<file path="src/rtl/inverse_matrix.sv">
// 2x2 signed matrix inverter: adjugate elements divided by the determinant with a
// sequential restoring divider, streamed out as Q16.16 with write strobe and status.
module inverse_matrix #(
  parameter logic signed [15:0] A00_INIT = 16'sd4,
  parameter logic signed [15:0] A01_INIT = 16'sd7,
  parameter logic signed [15:0] A10_INIT = 16'sd2,
  parameter logic signed [15:0] A11_INIT = 16'sd6
) (
  input  logic        clk,
  input  logic        rst_n,
  input  logic        start,
  output logic [31:0] ran_acc_mem,
  output logic [31:0] wr_st
);

  typedef enum logic [2:0] {StIdle, StDet, StDiv, StWr, StDone} state_e;

  state_e r_state, w_state_d;

  logic               r_start_d;
  logic signed [15:0] r_a00, r_a01, r_a10, r_a11;
  logic [31:0]        r_dvs;
  logic               r_det_neg;
  logic               r_num_neg;
  logic [31:0]        r_rem;
  logic [31:0]        r_quo;
  logic [4:0]         r_cnt;
  logic [1:0]         r_k;
  logic               r_done, r_busy, r_sing, r_wr;
  logic [1:0]         r_idx;
  logic [31:0]        r_res;

  logic               w_launch;
  logic signed [32:0] w_det;
  logic [31:0]        w_det_mag;
  logic [1:0]         w_load_k;
  logic signed [16:0] w_adj;
  logic [15:0]        w_adj_mag;
  logic [31:0]        w_num_mag;
  logic [32:0]        w_trial;
  logic               w_ge;
  logic [31:0]        w_rem_nx;
  logic [31:0]        w_qmag;
  logic [31:0]        w_q;

  assign w_launch = start & ~r_start_d & ((r_state == StIdle) | (r_state == StDone));

  assign w_det     = 33'(r_a00) * 33'(r_a11) - 33'(r_a01) * 33'(r_a10);
  assign w_det_mag = w_det[32] ? 32'(-w_det) : 32'(w_det);

  // Element loaded into the divider: first from DET, the following ones from WR.
  assign w_load_k = (r_state == StWr) ? r_k + 2'd1 : 2'd0;

  // Adjugate is 17-bit so that -(-32768) stays positive.
  always_comb begin
    w_adj = '0;
    unique case (w_load_k)
      2'd0: w_adj = 17'(r_a11);
      2'd1: w_adj = -17'(r_a01);
      2'd2: w_adj = -17'(r_a10);
      2'd3: w_adj = 17'(r_a00);
      default: w_adj = '0;
    endcase
  end

  assign w_adj_mag = w_adj[16] ? 16'(-w_adj) : 16'(w_adj);
  assign w_num_mag = {w_adj_mag, 16'h0000};

  assign w_trial  = {r_rem, r_quo[31]};
  assign w_ge     = w_trial >= {1'b0, r_dvs};
  assign w_rem_nx = w_ge ? 32'(w_trial - {1'b0, r_dvs}) : w_trial[31:0];
  assign w_qmag   = {r_quo[30:0], w_ge};

  always_comb begin
    if (r_num_neg ^ r_det_neg) begin
      w_q = -w_qmag;
    end else if (w_qmag[31]) begin
      w_q = 32'h7FFF_FFFF;
    end else begin
      w_q = w_qmag;
    end
  end

  always_comb begin
    w_state_d = r_state;
    unique case (r_state)
      StIdle:  if (w_launch) w_state_d = StDet;
      StDet:   w_state_d = (w_det == '0) ? StDone : StDiv;
      StDiv:   if (r_cnt == 5'd31) w_state_d = StWr;
      StWr:    w_state_d = (r_k == 2'd3) ? StDone : StDiv;
      StDone:  if (w_launch) w_state_d = StDet;
      default: w_state_d = StIdle;
    endcase
  end

  always_ff @(posedge clk or negedge rst_n) begin
    if (!rst_n) begin
      r_state <= StIdle;
    end else begin
      r_state <= w_state_d;
    end
  end

  always_ff @(posedge clk or negedge rst_n) begin
    if (!rst_n) begin
      r_start_d <= 1'b0;
      r_a00     <= A00_INIT;
      r_a01     <= A01_INIT;
      r_a10     <= A10_INIT;
      r_a11     <= A11_INIT;
      r_dvs     <= '0;
      r_det_neg <= 1'b0;
      r_num_neg <= 1'b0;
      r_rem     <= '0;
      r_quo     <= '0;
      r_cnt     <= '0;
      r_k       <= '0;
      r_done    <= 1'b0;
      r_busy    <= 1'b0;
      r_sing    <= 1'b0;
      r_wr      <= 1'b0;
      r_idx     <= '0;
      r_res     <= '0;
    end else begin
      r_start_d <= start;
      // Status bits track the state being entered so they line up with it.
      r_busy <= (w_state_d == StDet) | (w_state_d == StDiv) | (w_state_d == StWr);
      r_done <= (w_state_d == StDone);
      r_wr   <= (w_state_d == StWr);
      if (w_launch) begin
        r_sing <= 1'b0;
        r_idx  <= '0;
      end
      unique case (r_state)
        StDet: begin
          r_dvs     <= w_det_mag;
          r_det_neg <= w_det[32];
          r_rem     <= '0;
          r_quo     <= w_num_mag;
          r_num_neg <= w_adj[16];
          r_cnt     <= '0;
          r_k       <= '0;
          if (w_det == '0) begin
            r_sing <= 1'b1;
            r_res  <= '0;
          end
        end
        StDiv: begin
          r_rem <= w_rem_nx;
          r_quo <= w_qmag;
          r_cnt <= r_cnt + 5'd1;
          if (r_cnt == 5'd31) begin
            r_res <= w_q;
            r_idx <= r_k;
          end
        end
        StWr: begin
          if (r_k != 2'd3) begin
            r_k       <= w_load_k;
            r_rem     <= '0;
            r_quo     <= w_num_mag;
            r_num_neg <= w_adj[16];
            r_cnt     <= '0;
          end
        end
        default: ;
      endcase
    end
  end

  assign ran_acc_mem = r_res;
  assign wr_st       = {r_done, r_busy, r_sing, 20'b0, r_wr, 6'b0, r_idx};

endmodule

</file>
<file path="config.mk">
export PLATFORM = sky130hd
export DESIGN_NAME = inverse_matrix
export DESIGN_NICKNAME = d
export VERILOG_FILES = /design/src/rtl/inverse_matrix.sv
export SDC_FILE = /design/constraint.sdc
export NUM_CORES = 1
export LEC_CHECK = 0
export CAP_MARGIN = 20
export CORE_UTILIZATION = 52
export CTS_BUF_LIST = sky130_fd_sc_hd__clkbuf_2
export DETAILED_ROUTE_END_ITERATION = 7
export GPL_TIMING_DRIVEN = 0
export PLACE_DENSITY = 0.87
export REMOVE_ABC_BUFFERS = 1
export SLEW_MARGIN = 20
export SYNTH_ARGS = -nofsm -noshare
export SYNTH_HDL_FRONTEND = slang
export SYNTH_SLANG_ARGS = --single-unit
export TNS_END_PERCENT = 5
</file>
<file path="constraint.sdc">
create_clock -name clk -period 2 [get_ports clk]
set_input_delay 0.2 -clock clk [delete_from_list [all_inputs] [get_ports clk]]
set_output_delay 0.2 -clock clk [all_outputs]
set_load 0.05 [all_outputs]
</file>
# ---- Yosys cells after proc, flatten, opt, wreduce, memory -nomap -nowiden
# Index checks and enable logic that the tools add are counted.
dict set report totals {
  in_bits 3
  word_cells 92
  regBits 147
  out_inout_bits 64
}
dict set report classes {
  reduce_logical 10
  n_addsub 9
  n_mux 31
  bitwise_logic 7
  n_eq_ne 17
  n_lt_le_gt_ge 1
  multipliers 2
}
# op count
set op_table {}
lappend op_table {{$mux 32} 7}
lappend op_table {{$pmux 32 s3} 2}
lappend op_table {{$pmux 17 s4} 1}
lappend op_table {{$mul 16x16->32} 2}
lappend op_table {{$neg 32->32} 2}
lappend op_table {{$pmux 32 s2} 1}
lappend op_table {{$neg 16->17} 2}
lappend op_table {{$ge 33x32->1} 1}
lappend op_table {{$logic_not 33->1} 1}
lappend op_table {{$sub 32x32->33} 1}
lappend op_table {{$sub 32x32->32} 1}
lappend op_table {{$mux 31} 1}
lappend op_table {{$mux 16} 1}
lappend op_table {{$neg 16->16} 1}
lappend op_table {{$pmux 5 s3} 1}
lappend op_table {{$eq 3x2->1 const B} 4}
lappend op_table {{$mux 3} 4}
lappend op_table {{$pmux 3 s4} 1}
lappend op_table {{$mux 2} 5}
lappend op_table {{$eq 2x2->1 const B} 3}
lappend op_table {{$eq 3x1->1 const B} 2}
lappend op_table {{$eq 3x3->1 const B} 2}
lappend op_table {{$ne 2x2->1 const B} 3}
lappend op_table {{$add 5x1->5 const B} 1}
lappend op_table {{19 further kinds} 27}

# ---- Depth between registers and ports, before layout
# Gate-level depths: netlist of run 1.
dict set report depth {
  ltp_word 8
  mapped_depth 8
  mapped_depth_nobuf 7
}

# ---- Worst setup path after synthesis of run 1
# Ideal clock, no wire load.
dict set report synth_timing {
  path_kind {reg2reg}
  from {reg r_k[0]}
  to {reg r_quo[10]}
  n_path_buf 2
  path_slack_ns 0.237
  period_less_slack_ns 1.763
  setup_time_ns 0.121
  arrival_time_ns 1.642
  t_required_ns 1.879
  path_stages_with_launch 7
  path_cell_list {dfrtp_1 -> ha_1 -> and2_1 -> a211o_1 -> clkbuf_1 -> buf_1 -> a22o_1}
}
dict set report synth_via {
  elab_chain_cells 3
}
# item line_no
set synth_rtl {}
lappend synth_rtl {{start: declaration} 28} ;# logic [1:0] r_k;
lappend synth_rtl {{start signal: assignment} 159} ;# r_k <= w_load_k;
lappend synth_rtl {{$ne 2x2->1} 158} ;# if (r_k != 2'd3) begin
lappend synth_rtl {{$ne 2x1->1 (no source line)} -}
lappend synth_rtl {{$reduce_and 2->1 (no source line)} -}
lappend synth_rtl {{end signal: assignment} 139} ;# r_quo <= w_num_mag;
lappend synth_rtl {{end signal: assignment} 150} ;# r_quo <= w_qmag;
lappend synth_rtl {{end signal: assignment} 161} ;# r_quo <= w_num_mag;
lappend synth_rtl {{end: declaration} 26} ;# logic [31:0] r_quo;
# No other way between the ends.
# A chain may end at the register's enable or synchronous reset.

# ---- Worst setup path in the final report of run 1
dict set report layout_timing {
  from {reg r_cnt[0]}
  to {reg r_busy}
}
dict set report layout_via {
  elab_chain_cells 6
  word_cells_on_any_way 8
  classes_between {eq/ne: 4; mux: 2; bitwise: 2}
}
# item line_no
set layout_rtl {}
lappend layout_rtl {{start: declaration} 27} ;# logic [4:0] r_cnt;
lappend layout_rtl {{start signal: assignment} 151} ;# r_cnt <= r_cnt + 5'd1;
lappend layout_rtl {{$eq 5x5->1 (*)} 89} ;# StDiv: if (r_cnt == 5'd31) w_state_d = StWr;
lappend layout_rtl {{$mux 3 (*)} 89}
lappend layout_rtl {{$pmux 3 s4 (*)} 86} ;# unique case (r_state)
lappend layout_rtl {{named net w_state_d[0]} 18} ;# state_e r_state, w_state_d;
lappend layout_rtl {{$eq 3x1->1 or $eq 3x2->1 (tied branches)} 127} ;# r_busy <= (w_state_d == StDet) | (w_state_d == StDiv) | (w_state_d == StWr);
lappend layout_rtl {{$or 1x1->1} 127}
lappend layout_rtl {{$or 1x1->1 (*)} 127}
lappend layout_rtl {{end signal: assignment} 127}
lappend layout_rtl {{end: declaration} 29} ;# logic r_done, r_busy, r_sing, r_wr;
# The timed path passes the listed nets; every way through them passes the cells marked *.

==> results of run 1 <==
## final cells by class
type                       count  share of cell area
clock buffer                  11              0.0143
clock inverter                 5              0.0127
inverter                       2             0.00293
multi-input combinational    201               0.292
sequential                    79               0.514
tap                           75              0.0244
timing repair buffer          52               0.137
timing repair inverter         1             0.00195
## through the flow
step / cells / hold WS (ns) / total power [mW] / TNS, ns
floorplan: 281 / -0.0956 / 1.78 / -105.89
global placement: 395 / 0.449 / 1.83 / -336.34
detailed placement: 398 / 0.118 / 1.84 / -32.60
CTS: 421 / 0.0628 / 2.65 / 0
global route: 426 / 0.0374 / 2.74 / -0.0518
finish: 426 / 0.0773 / 2.63 / 0
## registers in the layout (all words and copies together), names as in the netlist
name,flops
ran_acc_mem,31
r_start_d,1
r_idx,2
r_cnt,5
r_state,3
r_k,2
r_quo,31
r_wr,1
r_busy,1
r_sing,1
r_done,1
## logic make-up after synthesis
kind of cell	Yosys count	share of synthesized area
flip-flops	79	0.601
multiplexers	1	0.00342
adder cells (fa/ha/maj)	3	0.0114
AO/OA/AOI/OAI	78	0.164
other	1	0.00114
AND/OR/NAND/NOR	91	0.117
buffers and inverters	59	0.103
## worst max-delay path, cell delays in order, from the launching register on
cell and delay, ns:
dfrtp_1 0.48, ha_1 0.25, and3_1 0.19, ha_1 0.28, nand2_8 0.14, buf_4 0.14, nand2_1 0.06, or2_2 0.28
## repair_timing
| item | in CTS | in global routing |
|---|---|---|
| buffers inserted | 5 | 4 |
| setup endpoints to repair | 69 | 48 |
| pin swaps | 0 | 1 |
| resized for setup | 6 | 7 |
| hold buffers | 1 | 0 |
| gates cloned | 1 | 1 |
| endpoints found under the hold margin | 79 | 0 |
## synthesized netlist by cell type (2+ instances only)
master	n
dfrtp_1	79
clkbuf_1	22
nand2b_1	2
a21oi_1	2
nand3_1	4
buf_4	31
nand2_1	72
nor2b_1	2
buf_1	4
a22o_1	34
ha_1	3
and3_1	2
inv_1	2
o21ai_0	36
nor2_1	3
a32o_1	2
## metal layers
| metal | share of wire | vias to the layer above |
|---|---|---|
| met2 | 0.50 | 67 |
| met5 | 0 | - |
| met1 | 0.44 | 1155 |
| met3 | 0.043 | 9 |
| li1 | - | 1071 |
| met4 | 0.015 | 0 |
## power by group
group          internal (mW)  total [mW]  switching [mW]  leakage (nW)
logic                 0.0240       0.200           0.176         0.929
registers               1.61        1.61         0.00662          1.10
clock network          0.290       0.822           0.532        0.0731
## layout by cell type (no fill, tap or decap), types with 2 or more instances in the layout
master,instances
a21oi_1,2
a22o_1,34
a32o_1,2
and3_1,2
buf_4,11
clkbuf_2,11
clkdlybuf4s50_1,32
clkinv_2,3
clkinvlp_4,2
conb_1,27
dfrtp_1,79
dlymetal6s2s_1,6
ha_1,3
nand2_1,71
nand2b_1,2
nand3_1,4
nor2_1,3
nor2b_1,2
o21ai_0,36
## final timing paths
check / endpoint / slack [ns] / startpoint / depth (start not counted)
setup / recovery: r_busy$_DFF_PN0_ / 0.08 / r_cnt[0]$_DFFE_PN0P_ / 7
hold / removal: r_start_d$_DFF_PN0_ / 0.08 / rst_n / 2
setup reg to reg: r_busy$_DFF_PN0_ / 0.08 / r_cnt[0]$_DFFE_PN0P_ / 7
hold reg to reg: ran_acc_mem[5]$_DFFE_PN0P_ / 0.49 / ran_acc_mem[5]$_DFFE_PN0P_ / 2
max in group asynchronous: ran_acc_mem[21]$_DFFE_PN0P_ / 1.33 / rst_n / 3
min in group clk: r_start_d$_DFF_PN0_ / 0.13 / start / 1
==> results.sh, run 1 <==
export IMPL_status="complete, no violations"
export IMPL_wire_per_inst_um=15.3
export IMPL_grt_max_degree=58
export IMPL_seq_area_frac_synth=0.601
export IMPL_critical_path_class="register to register"
export IMPL_n_fill_cell=508
export IMPL_drt_first_pass_iters=4
export IMPL_finalCriticalPeriod_ns=1.92
export IMPL_synth_area_mm2=0.00329
export IMPL_drive_gt1_frac=0.105
export IMPL_ys_ff_latch=79
export IMPL_yosysWarnings=64
export IMPL_synth_top_area_share=0.601
export IMPL_num_vias=2302
export IMPL_worstPathMaxFanout=6
export IMPL_grt_met3_usage=0.0411
export IMPL_top_usage_layer="met2"
export IMPL_ys_types=28
export IMPL_cts_buffer_depth=2
export IMPL_arrival_ns=2.35
export IMPL_dieArea_mm2=0.00665
export IMPL_setup_viol=0
export IMPL_cp_start_kind="register"
export IMPL_multi_input_area_mm2=0.00112
export IMPL_required_ns=2.43
export IMPL_worstSkewPairLatency_ns=0.51
export IMPL_root_buffer="clkbuf_2"
export IMPL_ys_flop_type="dfrtp_1"
export IMPL_antenna_found_initial=0
export IMPL_grt_met2_usage=0.342
export IMPL_cts_tree="yes"
export IMPL_gr_total_overflow=0
export IMPL_io_buffer_count=39
export IMPL_cts_buffers=9
export IMPL_synth_top_cell_by_area="dfrtp_1"
export IMPL_grt_util_all_layers=0.215
export IMPL_fin_area_mm2=0.00384
export IMPL_gp_congestion=0.781
export IMPL_syn_area_per_cell_um2=10.6
export IMPL_max_freq_mhz=520
export IMPL_cts_max_level=3
export IMPL_slew_headroom=0.441
export IMPL_drtAntennaViolNets=0
export IMPL_clock_sinks=79
export IMPL_synthTopCellsByArea="dfrtp_1 (60%), a22o_1 (9.0%), nand2_1 (8.2%), buf_4 (7.1%), o21ai_0 (5.5%)"
export IMPL_row_count=28
export IMPL_p_leak_nw=2.10
export IMPL_drc=0
export IMPL_fp_dieH_um=81.6
export IMPL_post_route_util=0.638
export IMPL_drtIter0Drc=173
export IMPL_grt_util_met1=0.276
export IMPL_placed_area_mm2=0.00359
export IMPL_vdd_drop_max_mv=0.411
export IMPL_maxCapViolations=0
export IMPL_worst_setup_path_end_kind="register"
export IMPL_start_util=0.546
export IMPL_routed_wl_um=6520
export IMPL_register_area_mm2=0.00198
export IMPL_fin_ws_ns=0.0781
export IMPL_finalCritPeriodShare=0.961
export IMPL_pre_cts_ws_ns=-0.987
export IMPL_finalHoldViolations=0
export IMPL_grt_pass1_vias=2119
export IMPL_pwr_density_cell_mw_per_mm2=686
export IMPL_async_reset_ff_frac=1.00
export IMPL_via_per_inst=5.40
export IMPL_die_w_um=81.6
export IMPL_tightest_slew_ns=0.838
export IMPL_antennaDiodeCount=0
export IMPL_drv_slew=0
export IMPL_area_delta_synth_final_pct=16.7
export IMPL_coreArea_mm2=0.00603
export IMPL_ios=67
export IMPL_synth_edf_count=0
export IMPL_final_nets=352
export IMPL_grt_pass1_wl_um=10400
export IMPL_synthCells=312
export IMPL_skew_ns=0.0315
export IMPL_path_clk_slew_ns=0.23
export IMPL_hold_path_class="primary input to async pin"
export IMPL_dpl_hpwl_um=3840
Note: power is estimated with default switching activity, not from simulation.
==> run 2: changes to the inputs <==
RECOVER_POWER = 50   (was not set)
==> run 2 against run 1 <==
Clock skew is essentially flat. Register-to-register slack gained 0.02 ns. Via count grew 0.39%. Largest power group unchanged. Highest routed layer unchanged.
==> results.sh, run 2 (synthesis gave the netlist of run 1 again) <==
export IMPL_dieArea_mm2=0.00665
export IMPL_row_count=28
export IMPL_finalCriticalPeriod_ns=1.90
export IMPL_vdd_drop_max_mv=0.412
export IMPL_clock_power_share=0.313
export IMPL_wl_met1_um=2830
export IMPL_drc=0
export IMPL_path_buf_inv=1
export IMPL_critical_path_class="register to primary output"
export IMPL_cp_start_kind="register"
export IMPL_final_common_cell="dfrtp_1"
export IMPL_routed_wl_um=6490
export IMPL_drive_gt1_frac=0.103
export IMPL_pre_cts_ws_ns=-0.987
export IMPL_p_int_mw=1.92
export IMPL_multi_input_area_mm2=0.00112
export IMPL_die_w_um=81.6
export IMPL_tightest_slew_ns=1.31
export IMPL_mostFrequentLayoutCells="dfrtp_1 (79), nand2_1 (71), o21ai_0 (36)"
export IMPL_gp_congestion=0.781
export IMPL_antennaDiodeCount=0
export IMPL_coreArea_mm2=0.00603
export IMPL_min_to="r_start_d$_DFF_PN0_"
export IMPL_power_total_mw=2.63
export IMPL_io_buffer_count=39
export IMPL_fp_dieH_um=81.6
export IMPL_cpPeakStageDelay_ns=0.80
export IMPL_finalCritPeriodShare=0.952
export IMPL_p_leak_nw=1.96
export IMPL_drt_first_pass_iters=4
export IMPL_clock_sinks=79
export IMPL_wire_per_inst_um=15.2
export IMPL_antenna_found_initial=0
export IMPL_wl_met2_um=3250
export IMPL_n_fill_cell=518
export IMPL_grt_pass1_vias=2119
export IMPL_fin_ws_ns=0.0951
export IMPL_grt_pass1_wl_um=10400
export IMPL_final_nets=352
export IMPL_hold_path_class="primary input to register"
export IMPL_gr_total_overflow=0
export IMPL_ff2ff_setup_slack_ns=0.1
export IMPL_via_per_inst=5.42
export IMPL_r2r_cells=7
export IMPL_r2r_end="r_busy$_DFF_PN0_"
export IMPL_drv_slew=0
export IMPL_cts_buffer_depth=2
export IMPL_maxCapViolations=0
export IMPL_setup_viol=0
export IMPL_r2r_start="r_cnt[0]$_DFFE_PN0P_"
export IMPL_path_clk_slew_ns=0.23
export IMPL_post_route_util=0.627
export IMPL_drtIter0Drc=175
export IMPL_worst_path_max_delay_cell="clkdlybuf4s50_1"
export IMPL_num_vias=2311
export IMPL_sequentialPowerShare=0.612
export IMPL_status="complete, no violations"
export IMPL_max_freq_mhz=525
export IMPL_worst_setup_path_end_kind="primary output"
export IMPL_register_area_mm2=0.00198
export IMPL_grt_max_degree=58
export IMPL_grt_util_all_layers=0.215
export IMPL_dpl_hpwl_um=3840
export IMPL_tns_ns=0
export IMPL_slew_headroom=0.126
export IMPL_wl_met3_um=282
export IMPL_fin_area_mm2=0.00378
export IMPL_drtAntennaViolNets=0
export IMPL_placed_area_mm2=0.00359
export IMPL_arrival_ns=1.70
export IMPL_worstSkewPairLatency_ns=0.51
export IMPL_swShare=0.272
export IMPL_pwr_density_cell_mw_per_mm2=696
export IMPL_finalHoldViolations=0
export IMPL_root_buffer="clkbuf_2"
export IMPL_critPathTopFamily="buffers and inverters"
export IMPL_start_util=0.546
export IMPL_cts_buffers=9
export IMPL_p_switching_uw=716
export IMPL_ios=67
export IMPL_whs_path_depth=1
export IMPL_required_ns=1.80
export IMPL_crit_chain="clkdlybuf4s50_1"
export IMPL_hp_start="start"
export IMPL_cts_tree="yes"
export IMPL_pwr_share_comb=0.075
export IMPL_worstPathMaxFanout=2
export IMPL_highest_layer="met4"
export IMPL_area_delta_synth_final_pct=14.9
export IMPL_skew_ns=0.0311
export IMPL_cts_max_level=3
[run 2: cell types whose count changed in the layout (fill, tap and decap cells not counted)]
cell	change
clkbuf_1	+7
buf_4	-1
clkdlybuf4s50_1	-1
nand2_2	+1
dlymetal6s2s_1	-6
nand2_4	-1
dlygate4sd3_1	+1
[run 2: layer usage]
metal	global-route usage	vias up
met4	0.120	0
met1	0.276	1147
met3	0.0411	14
li1	-	1072
met5	0	-
met2	0.342	78
[run 2: layout make-up]
class	count	share of cell area
Timing Repair Buffer	52	0.124
Tap cell	75	0.0248
Clock buffer	11	0.0146
Multi-Input combinational cell	201	0.295
Sequential cell	79	0.523
Clock inverter	5	0.0129
Timing Repair inverter	1	0.00199
Inverter	2	0.00298
[run 2: worst max-delay path by stage]
stage                                              to                        from  depth (start not counted)  slack [ns]
final                                  ran_acc_mem[1]  ran_acc_mem[1]$_DFFE_PN0P_                          1         0.1
after global routing                   ran_acc_mem[1]  ran_acc_mem[1]$_DFFE_PN0P_                          1       -0.02
after CTS                 ran_acc_mem[20]$_DFFE_PN0P_        r_cnt[0]$_DFFE_PN0P_                          8        0.02
after detailed placement   ran_acc_mem[3]$_DFFE_PN0P_        r_state[1]$_DFF_PN0_                          5       -0.99
after global placement     ran_acc_mem[3]$_DFFE_PN0P_        r_state[1]$_DFF_PN0_                          5       -4.19
after floorplan           ran_acc_mem[10]$_DFFE_PN0P_        r_state[1]$_DFF_PN0_                          5       -2.38
[run 2: through the flow]
step / hold slack, ns / instances
3_5_place_dp: 0.118 / 398
4_1_cts: 0.0628 / 421
6_report: 0.259 / 426
3_3_place_gp: 0.449 / 395
2_1_floorplan: -0.0956 / 281
5_1_grt: 0.187 / 426
[run 2: repair_timing]
action,4_1_cts,5_1_grt
endpoints found under the setup margin,69,48
cloned,1,1
hold buffers,1,0
setup buffers,5,4
hold endpoints to repair,79,0
pin swaps,0,1
gates resized for setup,6,7
[run 2: power groups by stage]
stage          clock network [mW]  logic, mW  registers [mW]
3_3_place_gp                    0      0.189            1.64
4_1_cts                     0.835      0.201            1.61
5_1_grt                     0.913      0.213            1.61
6_report                    0.823      0.198            1.61
3_5_place_dp                    0      0.198            1.64
2_1_floorplan                   0      0.128            1.65
==> RTL change (config.mk and constraints of run 2) <==
Re-encode `state_e` (5 states) as one-hot, 5 bits wide.
--- a/src/rtl/inverse_matrix.sv
+++ b/src/rtl/inverse_matrix.sv
@@ -13,7 +13,7 @@
   output logic [31:0] wr_st
 );
 
-  typedef enum logic [2:0] {StIdle, StDet, StDiv, StWr, StDone} state_e;
+  typedef enum logic [4:0] {StIdle = 5'b00001, StDet = 5'b00010, StDiv = 5'b00100, StWr = 5'b01000, StDone = 5'b10000} state_e;
 
   state_e r_state, w_state_d;
 
Function: no difference found for any inputs over 10 cycles, from zero or initial values and one cycle with rst_n low; not proved beyond that.
==> RTL change against run 2 <==
Setup slack lost 0.020 ns. First-iteration DRC count shrank 4.6%. Power grew 8.3%. Critical path depth is the same. Area after synthesis grew 4.3%. Sequential cell count grew 2. Routed wire length grew 4.2%. Fmax shrank 1.0%. Final area grew 5.5%. Clock power grew 18%. Critical path type unchanged.
==> RTL change: results <==
group,metric,value,unit
synth,synthCells,328,
critical_path,worst_ep_arrival_time,1.72,ns
power,clockPowerShare,0.340,
detailed_routing,drt_iter0_markers,167,
power,power.internal,0.002097,W
synth,yosys-top-cells-area,"dfrtp_1 58%, a22o_1 8.9%, nand2_1 7.5%, buf_4 6.8%, o21ai_0 5.8%",
synth,synth_warnings,64,
power,power_leakage,2.068,nW
synth,async_flop_share,1.000,
clock_tree,clk_latency,0.52,ns
grt,grt_max_degree,52,
outcome,status,"completed",
critical_path,crit_fanout,2,
grt,grt_pass1_vias,2316,
clock_tree,path_clk_slew,0.23,ns
placed_design,port_buffers,39,
layout,nNetsFinal,369,
clock_tree,cts-root-buf,"clkbuf_2",
grt,antenna_found_initial,0,
detailed_routing,vias,2381,
clock_tree,clock_path_buffers,2,
detailed_routing,firstDrtPassIters,4,
critical_path,reg2reg_from,"r_cnt[0]",
grt,track_usage,0.2105,
critical_path,cp-startpoint,"ran_acc_mem[18]",
power,ir_drop,0.4606,mV
synth,synthTopCellsByCount,"80 x dfrtp_1, 69 x nand2_1, 40 x o21ai_0",
timing,tightest_slew,0.7725,ns
synth,synth_ff_type,"dfrtp_1",
clock_tree,numCtsBuffers,9,
critical_path,slowest_delay,0.80,ns
detailed_routing,wl_per_cell,15.19,um
synth,ys_seq_area_frac,0.5905,
synth,yosysUniqueCellTypes,31,
clock_tree,h-tree-depth,3,
layout,drive_gt1_frac,0.1250,
critical_path,cpMaxStageDelayCell,"clkdlybuf4s50_1",
placed_design,placed_cells,415,
grt,grt_pass1_wl,11.40,mm
detailed_routing,via_per_inst,5.351,
layout,antenna_cells,0,
min_path,hp-class,"input pin to async pin",
placed_design,place_congestion,0.7308,
critical_path,path_delay_family,"buffers and inverters",
timing,finClkSkew,0.03300,ns
placed_design,dp_hpwl,3.886,mm
[RTL change: changes by cell type after synthesis, moves of 2 or more]
cell / change
clkbuf_1: -3
nand2b_1: +2
buf_2: +7
a2111oi_0: +2
inv_1: +5
o21ai_0: +4
nor3_1: +2
buf_1: -4
nand2_1: -3
xnor2_1: +2
a32o_1: -2
[RTL change: kinds of logic after synthesis]
logic type / count (synthesis) / synth area share
AND/OR/NAND/NOR: 93 / 0.1173
buffers and inverters: 64 / 0.1064
adder cells (fa/ha/maj): 3 / 0.01093
other: 1 / 0.001092
multiplexers: 1 / 0.003278
XOR/XNOR: 2 / 0.005101
flip-flops: 81 / 0.5905
AO/OA/AOI/OAI: 83 / 0.1654
[RTL change: power by group through the flow]
stage	clock [W]	sequential, W	combinational [W]
4_1_cts	0.000981	0.00166	0.000222
6_report	0.000969	0.00166	0.000219
3_5_place_dp	0	0.00169	0.000218
2_1_floorplan	0	0.00170	0.000138
5_1_grt	0.00106	0.00166	0.000234
3_3_place_gp	0	0.00169	0.000203
[RTL change: layout make-up]
class / count / area (um^2)
sequential: 81 / 2032
timing repair buffer: 52 / 478.0
timing repair inverter: 1 / 7.507
clock buffer: 10 / 50.05
fill: 506 / 2361
clock inverter: 6 / 82.58
inverter: 7 / 30.03
multi-input combinational: 211 / 1212
tap: 77 / 96.34
[RTL change: per-layer routing]
layer	track usage	wire, um	up-vias
li1	-	-	1131
met1	0.2780	2957	1162
met2	0.3294	3309	75
met3	0.04473	349	13
met4	0.1082	144	0
met5	0	0	-
[RTL change: per-stage QoR]
stage,setup slack (ns),util,cell area [um^2]
after floorplan,-1.180,-,3193
after global placement,-2.074,0.5795,3680
after detailed placement,-0.8864,0.5905,3750
after CTS,-0.06076,0.6280,3988
after global routing,-0.03195,0.6282,3989
final,0.07548,0.6282,3989
[RTL change: final timing paths]
check | endpoint | slack (ns) | depth (start not counted)
min | r_k[1] | 0.24 | 2
max | ran_acc_mem[18] | 0.08 | 1
max reg2reg | r_idx[1] | 0.09 | 8
max in group asynchronous | r_state[3] | 0.53 | 3
min reg2reg | ran_acc_mem[13] | 0.49 | 2
min in group clk | r_start_d | 0.26 | 1
[RTL change: repair_timing]
item	4_1_cts	5_1_grt
cloned	2	1
hold endpoints to repair	81	0
gates resized for setup	7	14
buffers inserted	7	3
pin swaps	2	2
hold buffers	1	0
endpoints found under the setup margin	54	52
